$ cat config.mk
export PLATFORM = sky130hd
export DESIGN_NAME = dsp_mac_sequencer
export DESIGN_NICKNAME = d
export VERILOG_FILES = /design/src/rtl/dsp_mac_sequencer.sv
export SDC_FILE = /design/constraint.sdc
export NUM_CORES = 1
export LEC_CHECK = 0
export CAP_MARGIN = 20
export CORE_MARGIN = 1.5
export CORE_UTILIZATION = 42
export CTS_CLUSTER_DIAMETER = 60
export CTS_CLUSTER_SIZE = 8
export DETAILED_ROUTE_END_ITERATION = 10
export GPL_ROUTABILITY_DRIVEN = 0
export PLACE_DENSITY_LB_ADDON = 0.08
export SYNTH_ARGS = -nofsm -noshare
export SYNTH_HDL_FRONTEND = slang
export SYNTH_SLANG_ARGS = --single-unit
$ cat constraint.sdc
create_clock -name clk -period 2.62 [get_ports clk]
set_clock_uncertainty 0.05 [all_clocks]
set_input_delay 0.786 -clock clk [delete_from_list [all_inputs] [get_ports clk]]
set_output_delay 0.786 -clock clk [all_outputs]
set_load 0.02 [all_outputs]
$ cat src/rtl/dsp_mac_sequencer.sv
// Operand sequencer for a DSP48A1 slice: streams N_TERMS beats through the
// multiplier, accumulates via P feedback, and hands out one result per frame.
module dsp_mac_sequencer #(
    parameter int N_TERMS = 8,
    parameter int LAT     = 4
) (
    input  logic        clk,
    input  logic        RSTN,
    input  logic        in_valid,
    output logic        in_ready,
    input  logic [17:0] in_a,
    input  logic [17:0] in_b,
    input  logic [17:0] in_d,
    input  logic        in_preadd,
    output logic [17:0] dsp_a,
    output logic [17:0] dsp_b,
    output logic [17:0] dsp_d,
    output logic [7:0]  dsp_opmode,
    output logic        dsp_ce,
    output logic        dsp_cep,
    output logic        dsp_rstp,
    input  logic [47:0] dsp_p,
    output logic        out_valid,
    input  logic        out_ready,
    output logic [47:0] out_data,
    output logic        busy
);

    localparam int CW = $clog2(LAT);
    localparam int TW = (N_TERMS > 1) ? $clog2(N_TERMS) : 1;

    typedef enum logic [2:0] {
        IDLE,
        WIN,
        NEXT,
        CAPT,
        OUT
    } state_t;

    state_t state, state_n;

    logic [CW-1:0] cnt;
    logic [TW-1:0] term_idx;
    logic [17:0]   a_q, b_q, d_q;
    logic          pre_q;
    logic [47:0]   res_q;
    logic          ce_q, rstp_q;
    logic          accept, last_cnt, last_term;

    assign accept    = in_valid && in_ready;
    assign last_cnt  = (cnt == CW'(LAT - 1));
    assign last_term = (term_idx == TW'(N_TERMS - 1));

    always_ff @(posedge clk) begin
        if (!RSTN) state <= IDLE;
        else       state <= state_n;
    end

    always_comb begin
        state_n   = state;
        in_ready  = 1'b0;
        out_valid = 1'b0;
        dsp_cep   = 1'b0;
        unique case (state)
            IDLE: begin
                in_ready = 1'b1;
                if (in_valid) state_n = WIN;
            end
            WIN: begin
                if (last_cnt) begin
                    dsp_cep = 1'b1;
                    state_n = last_term ? CAPT : NEXT;
                end
            end
            NEXT: begin
                in_ready = 1'b1;
                if (in_valid) state_n = WIN;
            end
            CAPT: state_n = OUT;
            OUT: begin
                out_valid = 1'b1;
                if (out_ready) state_n = IDLE;
            end
            default: state_n = IDLE;
        endcase
    end

    always_ff @(posedge clk) begin
        if (!RSTN) begin
            cnt      <= '0;
            term_idx <= '0;
            a_q      <= '0;
            b_q      <= '0;
            d_q      <= '0;
            pre_q    <= 1'b0;
            res_q    <= '0;
            ce_q     <= 1'b0;
            rstp_q   <= 1'b1;
        end else begin
            ce_q   <= 1'b1;
            rstp_q <= 1'b0;
            if (accept) begin
                a_q   <= in_a;
                b_q   <= in_b;
                d_q   <= in_d;
                pre_q <= in_preadd;
                cnt   <= '0;
                // first beat of a frame restarts the term index
                term_idx <= (state == IDLE) ? '0 : term_idx + TW'(1);
            end else if (state == WIN && !last_cnt) begin
                cnt <= cnt + CW'(1);
            end
            if (state == CAPT) res_q <= dsp_p;
        end
    end

    // Z mux selects zero on the first term, P feedback afterwards
    assign dsp_opmode = ce_q
        ? {3'b000, pre_q, (term_idx == '0) ? 2'b00 : 2'b10, 2'b01}
        : 8'h00;

    assign dsp_a    = a_q;
    assign dsp_b    = b_q;
    assign dsp_d    = d_q;
    assign dsp_ce   = ce_q;
    assign dsp_rstp = rstp_q;
    assign out_data = res_q;
    assign busy     = (state != IDLE);

endmodule

; ---- Word-level counts from Yosys, hierarchy flattened
; Cells that the tools add are included.
[op_classes]
bitwise_logic = 1
add_sub_neg = 2
reduce_logical = 9
order_cmp = 0
n_eq_ne = 9
mux = 14
n_div = 0
n_shift = 0
mul = 0
[op_table]
columns = op, count
row1 = 3-bit 2-to-1 mux, 4
row2 = 3-bit case mux with 4 select lines, 1
row3 = 1-bit 2-to-1 mux, 7
row4 = 3-bit by 2-bit equality test with 1-bit output (second input constant), 2
row5 = 3-bit equality test (second input constant), 2
row6 = 3-bit logical NOT, 2
row7 = 5-bit 2-to-1 mux, 1
row8 = 2-bit inequality test (second input constant), 2
row9 = 2-bit OR reduction, 2
row10 = 3-bit by 1-bit adder with 3-bit output (second input constant), 1
row11 = 3-bit by 1-bit equality test with 1-bit output (second input constant), 1
row12 = 3-bit AND reduction, 1
row13 = 3-bit nonzero test, 1
row14 = 2-bit by 1-bit adder with 2-bit output (second input constant), 1
row15 = 2-bit equality test (second input constant), 1
row16 = 1-bit logical AND, 2
row17 = 2-bit 2-to-1 mux, 1
row18 = 2-bit by 1-bit inequality test with 1-bit output (second input constant), 1
row19 = 1-bit logical NOT, 1
row20 = 1-bit inverter, 1
[totals]
reg_bits = 113
ramBits = 0
mem_count = 0
input_bits = 107
rom_bits = 0
latchBits = 0
wordCells = 45
output_inout_bits = 116

; ---- Longest topological paths before layout
[depth]
word_depth = 5
mapped_depth = 7
depth_no_buf = 5

; ---- Worst setup path after synthesis
; OpenSTA, ideal clock, no wires.
[synth_timing]
path_kind = reg-to-output
from = register state[0]
to = output port dsp_cep
stages_incl_launch_ff = 3
path_buffers = 1
required_time_ns = 1.784
path_slack_ns = 0.527
arrival_time_ns = 1.257
cell_sequence = dfxtp_1 > buf_2 > nor4bb_1
[synth_via]
elab_chain_cells = 2
[synth_rtl]
columns = item, line_no
row1 = start: declaration, 40  ; state_t state, state_n;
row2 = start signal: assignment, 56  ; else state <= state_n;
row3 = 3-bit by 1-bit equality test with 1-bit output, 64  ; unique case (state)
row4 = 1-bit 2-to-1 mux, 64
row5 = end: declaration, 20  ; output logic dsp_cep,
; Every way passes these cells.

; ---- Final worst setup path
[layout_timing]
from = register cnt[0]
to = output port dsp_cep
[layout_via]
elab_chain_cells = 3
[layout_rtl]
columns = item, line_no
row1 = start: declaration, 42  ; logic [CW-1:0] cnt;
row2 = start signal: assignment, 111  ; cnt <= cnt + CW'(1);
row3 = 2-bit equality test, 51  ; assign last_cnt = (cnt == CW'(LAT - 1));
row4 = 1-bit 2-to-1 mux, 70  ; if (last_cnt) begin
row5 = 1-bit 2-to-1 mux, 64
; Every way passes these cells.

==> results by group <==
Critical path
  – Critical path fanouts, max: 3
  – RR Startpoint: state[0]$_SDFFE_PN0P_
  – Crit start category: register
  – Crit Path Category: reg -> out
  – Crit end category: output pin
  – Critical Path RT: 1780 ps
  – Critical Path Source: cnt[0]$_SDFFE_PP0P_
  – Worst Path Arrival: 1670 ps

STA
  – Fin. max-slew vios: 0
  – Final Hold Viols: 0
  – Slew @ Worst Pin: 518.0 ps
  – Fin crit share: 95.70%
  – Fin Setup TNS: 0 ps
  – Min cycle time layout: ~2500 ps
  – Worst hold slack: 400.9 ps
  – Final Setup Violations: 0
  – RSZ-0062 raised after global routing: false
  – Slew headroom: 64.98%
  – Max Freq: 398.8 MHz

Synth
  – Synth Register Bits: 113
  – Mapped Cells: 509
  – Synth Area in Adders: 1.233%
  – Sequential element share of the synthesized area: 55.75%
  – Xor and xnor area share after synthesis: 0.2158%
  – Cell variety after synth: 28
  – Syn Area/Cell: 7.972 um2
  – Simple-gate share of the synthesized area: 22.57%
  – Largest family of logic cells by synthesized area: simple AND/OR/NAND/NOR gates
  – Post-synthesis mux area share: 0.2467%
  – Area fraction in compound gates after synthesis: 13.69%
  – Top-area cell type share of the netlist area: between 50 and 60%
  – Synth Warn #: 0
  – Top cells by area, synth: dfxtp_1 (56%), nand2_1 (20%), a21oi_1 (13%)
  – Mapped Area: 4058 um2
  – Cell taking the most area after synthesis: dfxtp_1

Hold path
  – Worst Hold Class: reg -> reg
  – Worst Min Path Start: out_data[13]$_SDFFE_PN0N_

Routing
  – DR iter-0 viols: 114
  – Drt first pass iters: 6
  – DR vias/cell: 4.674
  – Drt drc: 0
  – Antenna Nets Post-Route: 0
  – Routed vias: between 4000 and 5000
  – WL final: 11.52 mm
  – Wire per inst: 13.43 um

CTS
  – Setup Buffers After CTS: 0
  – Num Clock Sinks: approximately 110
  – H-tree level count: 4
  – Cts hold-fix bufs: 0
  – TritonCTS clock tree: yes
  – Clk_lat worst skew: 500 ps
  – Clock Tree Root: clkbuf_8
  – Clock slew at reported path FFs: approximately 50 ps
  – CTS max path bufs: 2
  – TritonCTS Buffers: 17

Power
  – VDD IR-drop max: 0.5627 mV
  – Cell Pwr Density: 659.3 nW/um2
  – Leak pwr: around 2.5 nW

Placement
  – Post-DP HPWL: about 8 mm
  – Placed cell area: 6325 um2
  – IO Port Bufs: around 220

Cells and area
  – FF/Latch Area: 2263 um2
  – Most common cell after layout, fill and taps aside: clkdlybuf4s50_1
  – Commonest cells after routing, fill and taps aside: clkdlybuf4s50_1 (212), nand2_1 (211), dfxtp_1 (112)
  – Layout overhead on the synthesized area: 70.03%
  – Layout Nets: 829
  – Share of post-route cells with drive strength above 1: 6.173%
  – Ant diodes: 0
  – Multi-input gate area: 1572 um2
  – # fillers: between 700 and 800
  – Final core occ: 74.31%
  – Post-route cell area: 6899 um2

Global routing
  – Largest net degree at the start of global routing: 50
  – Total GRT Usage: 22.23%
  – Grt total ovfl: 0
  – First-pass GRT wire length: about 18 mm
  – Vias in the first global route: around 3800
  – Initial antenna violation count: 0

Floorplanning
  – Die height: between 100 and 150 um
  – CORE AREA: 9284 um2
  – # IOs: 223
  – Row count: 35
  – Die X: 101.3 um
  – Initial Utilization: 43.71%
  – Die Area: 10260 um2

Flow run
  – MaxCap Viol Count: 0

Run status
  – Status: complete, no violations
## metal layers
layer / wire (um) / global-route usage, % / vias to the layer above
met5: 0 / 0 / -
met4: 286 / 9.509 / 0
met3: 1059 / 10.14 / 25
met2: 5621 / 37.84 / 157
met1: 4557 / 23.87 / 1789
li1: - / - / 2039
## report_power, final
group	switching, mW	internal, mW
registers	0.0297	1.78
clock network	0.757	1.46
logic	0.240	0.290
total	1.03	3.52
## Yosys cell counts
library cell,number
nor3b_2,1
nor2_1,4
buf_1,2
buf_6,3
inv_1,6
nand2_1,211
xnor2_1,1
nor3b_1,1
nor2b_1,1
ha_1,4
dfxtp_1,113
nor4bb_1,1
or3b_1,1
and3b_1,1
mux2i_1,1
a21oi_1,107
a21boi_0,1
buf_2,12
conb_1,1
and2_1,1
nand2b_1,2
nor3_1,1
buf_4,8
nand3b_1,1
a31oi_1,2
clkbuf_1,18
nor4b_1,1
nand3_1,3
## per-stage QoR
step / setup WS, ps / instances / power, mW
after floorplan: 526.7 / 513 / 2.062
after global placement: 269.4 / 828 / 2.362
after detailed placement: 254.0 / 828 / 2.373
after CTS: 24.75 / 858 / 4.589
after global routing: 1.937 / 858 / 4.715
final: 112.6 / 858 / 4.549
## worst max-delay path, cell delays in order, from the launching register on
cell and delay, ps:
dfxtp_1 340, ha_1 190, nor4bb_2 250, dlygate4sd2_1 390
## area by class of cell
cell class | count | share of cell area [%]
Inverter | 6 | 0.3446
Tap cell | 129 | 2.340
Clock buffer | 20 | 6.311
Timing Repair Buffer | 229 | 33.42
Sequential cell | 113 | 32.81
Multi-Input combinational cell | 351 | 22.78
Clock inverter | 10 | 1.995
## registers in the layout, summed over array words and instances (netlist names)
register / flops
dsp_rstp: 1
dsp_d: 18
out_data: 48
term_idx: 3
cnt: 2
dsp_a: 18
dsp_b: 18
pre_q: 1
dsp_ce: 1
state: 3
## logic make-up after synthesis
| kind of cell | count (synthesis) |
|---|---|
| buffers and inverters | 49 |
| AO/OA/AOI/OAI | 110 |
| AND/OR/NAND/NOR | 230 |
| multiplexers | 1 |
| flip-flops | 113 |
| adder cells (fa/ha/maj) | 4 |
| XOR/XNOR | 1 |
| other | 1 |
## repair_timing
action,in CTS,in global routing
gates cloned,0,0
resized for setup,6,1
setup endpoints to repair,5,1
## worst paths after layout
check | to | slack (ps) | depth (start not counted)
setup / recovery | dsp_cep | 110 | 3
hold reg to reg | out_data[13]$_SDFFE_PN0N_ | 400 | 2
setup reg to reg | dsp_d[17]$_SDFFE_PN0P_ | 1060 | 5
hold / removal | out_data[13]$_SDFFE_PN0N_ | 400 | 2
(Power assumes the default switching activity.)
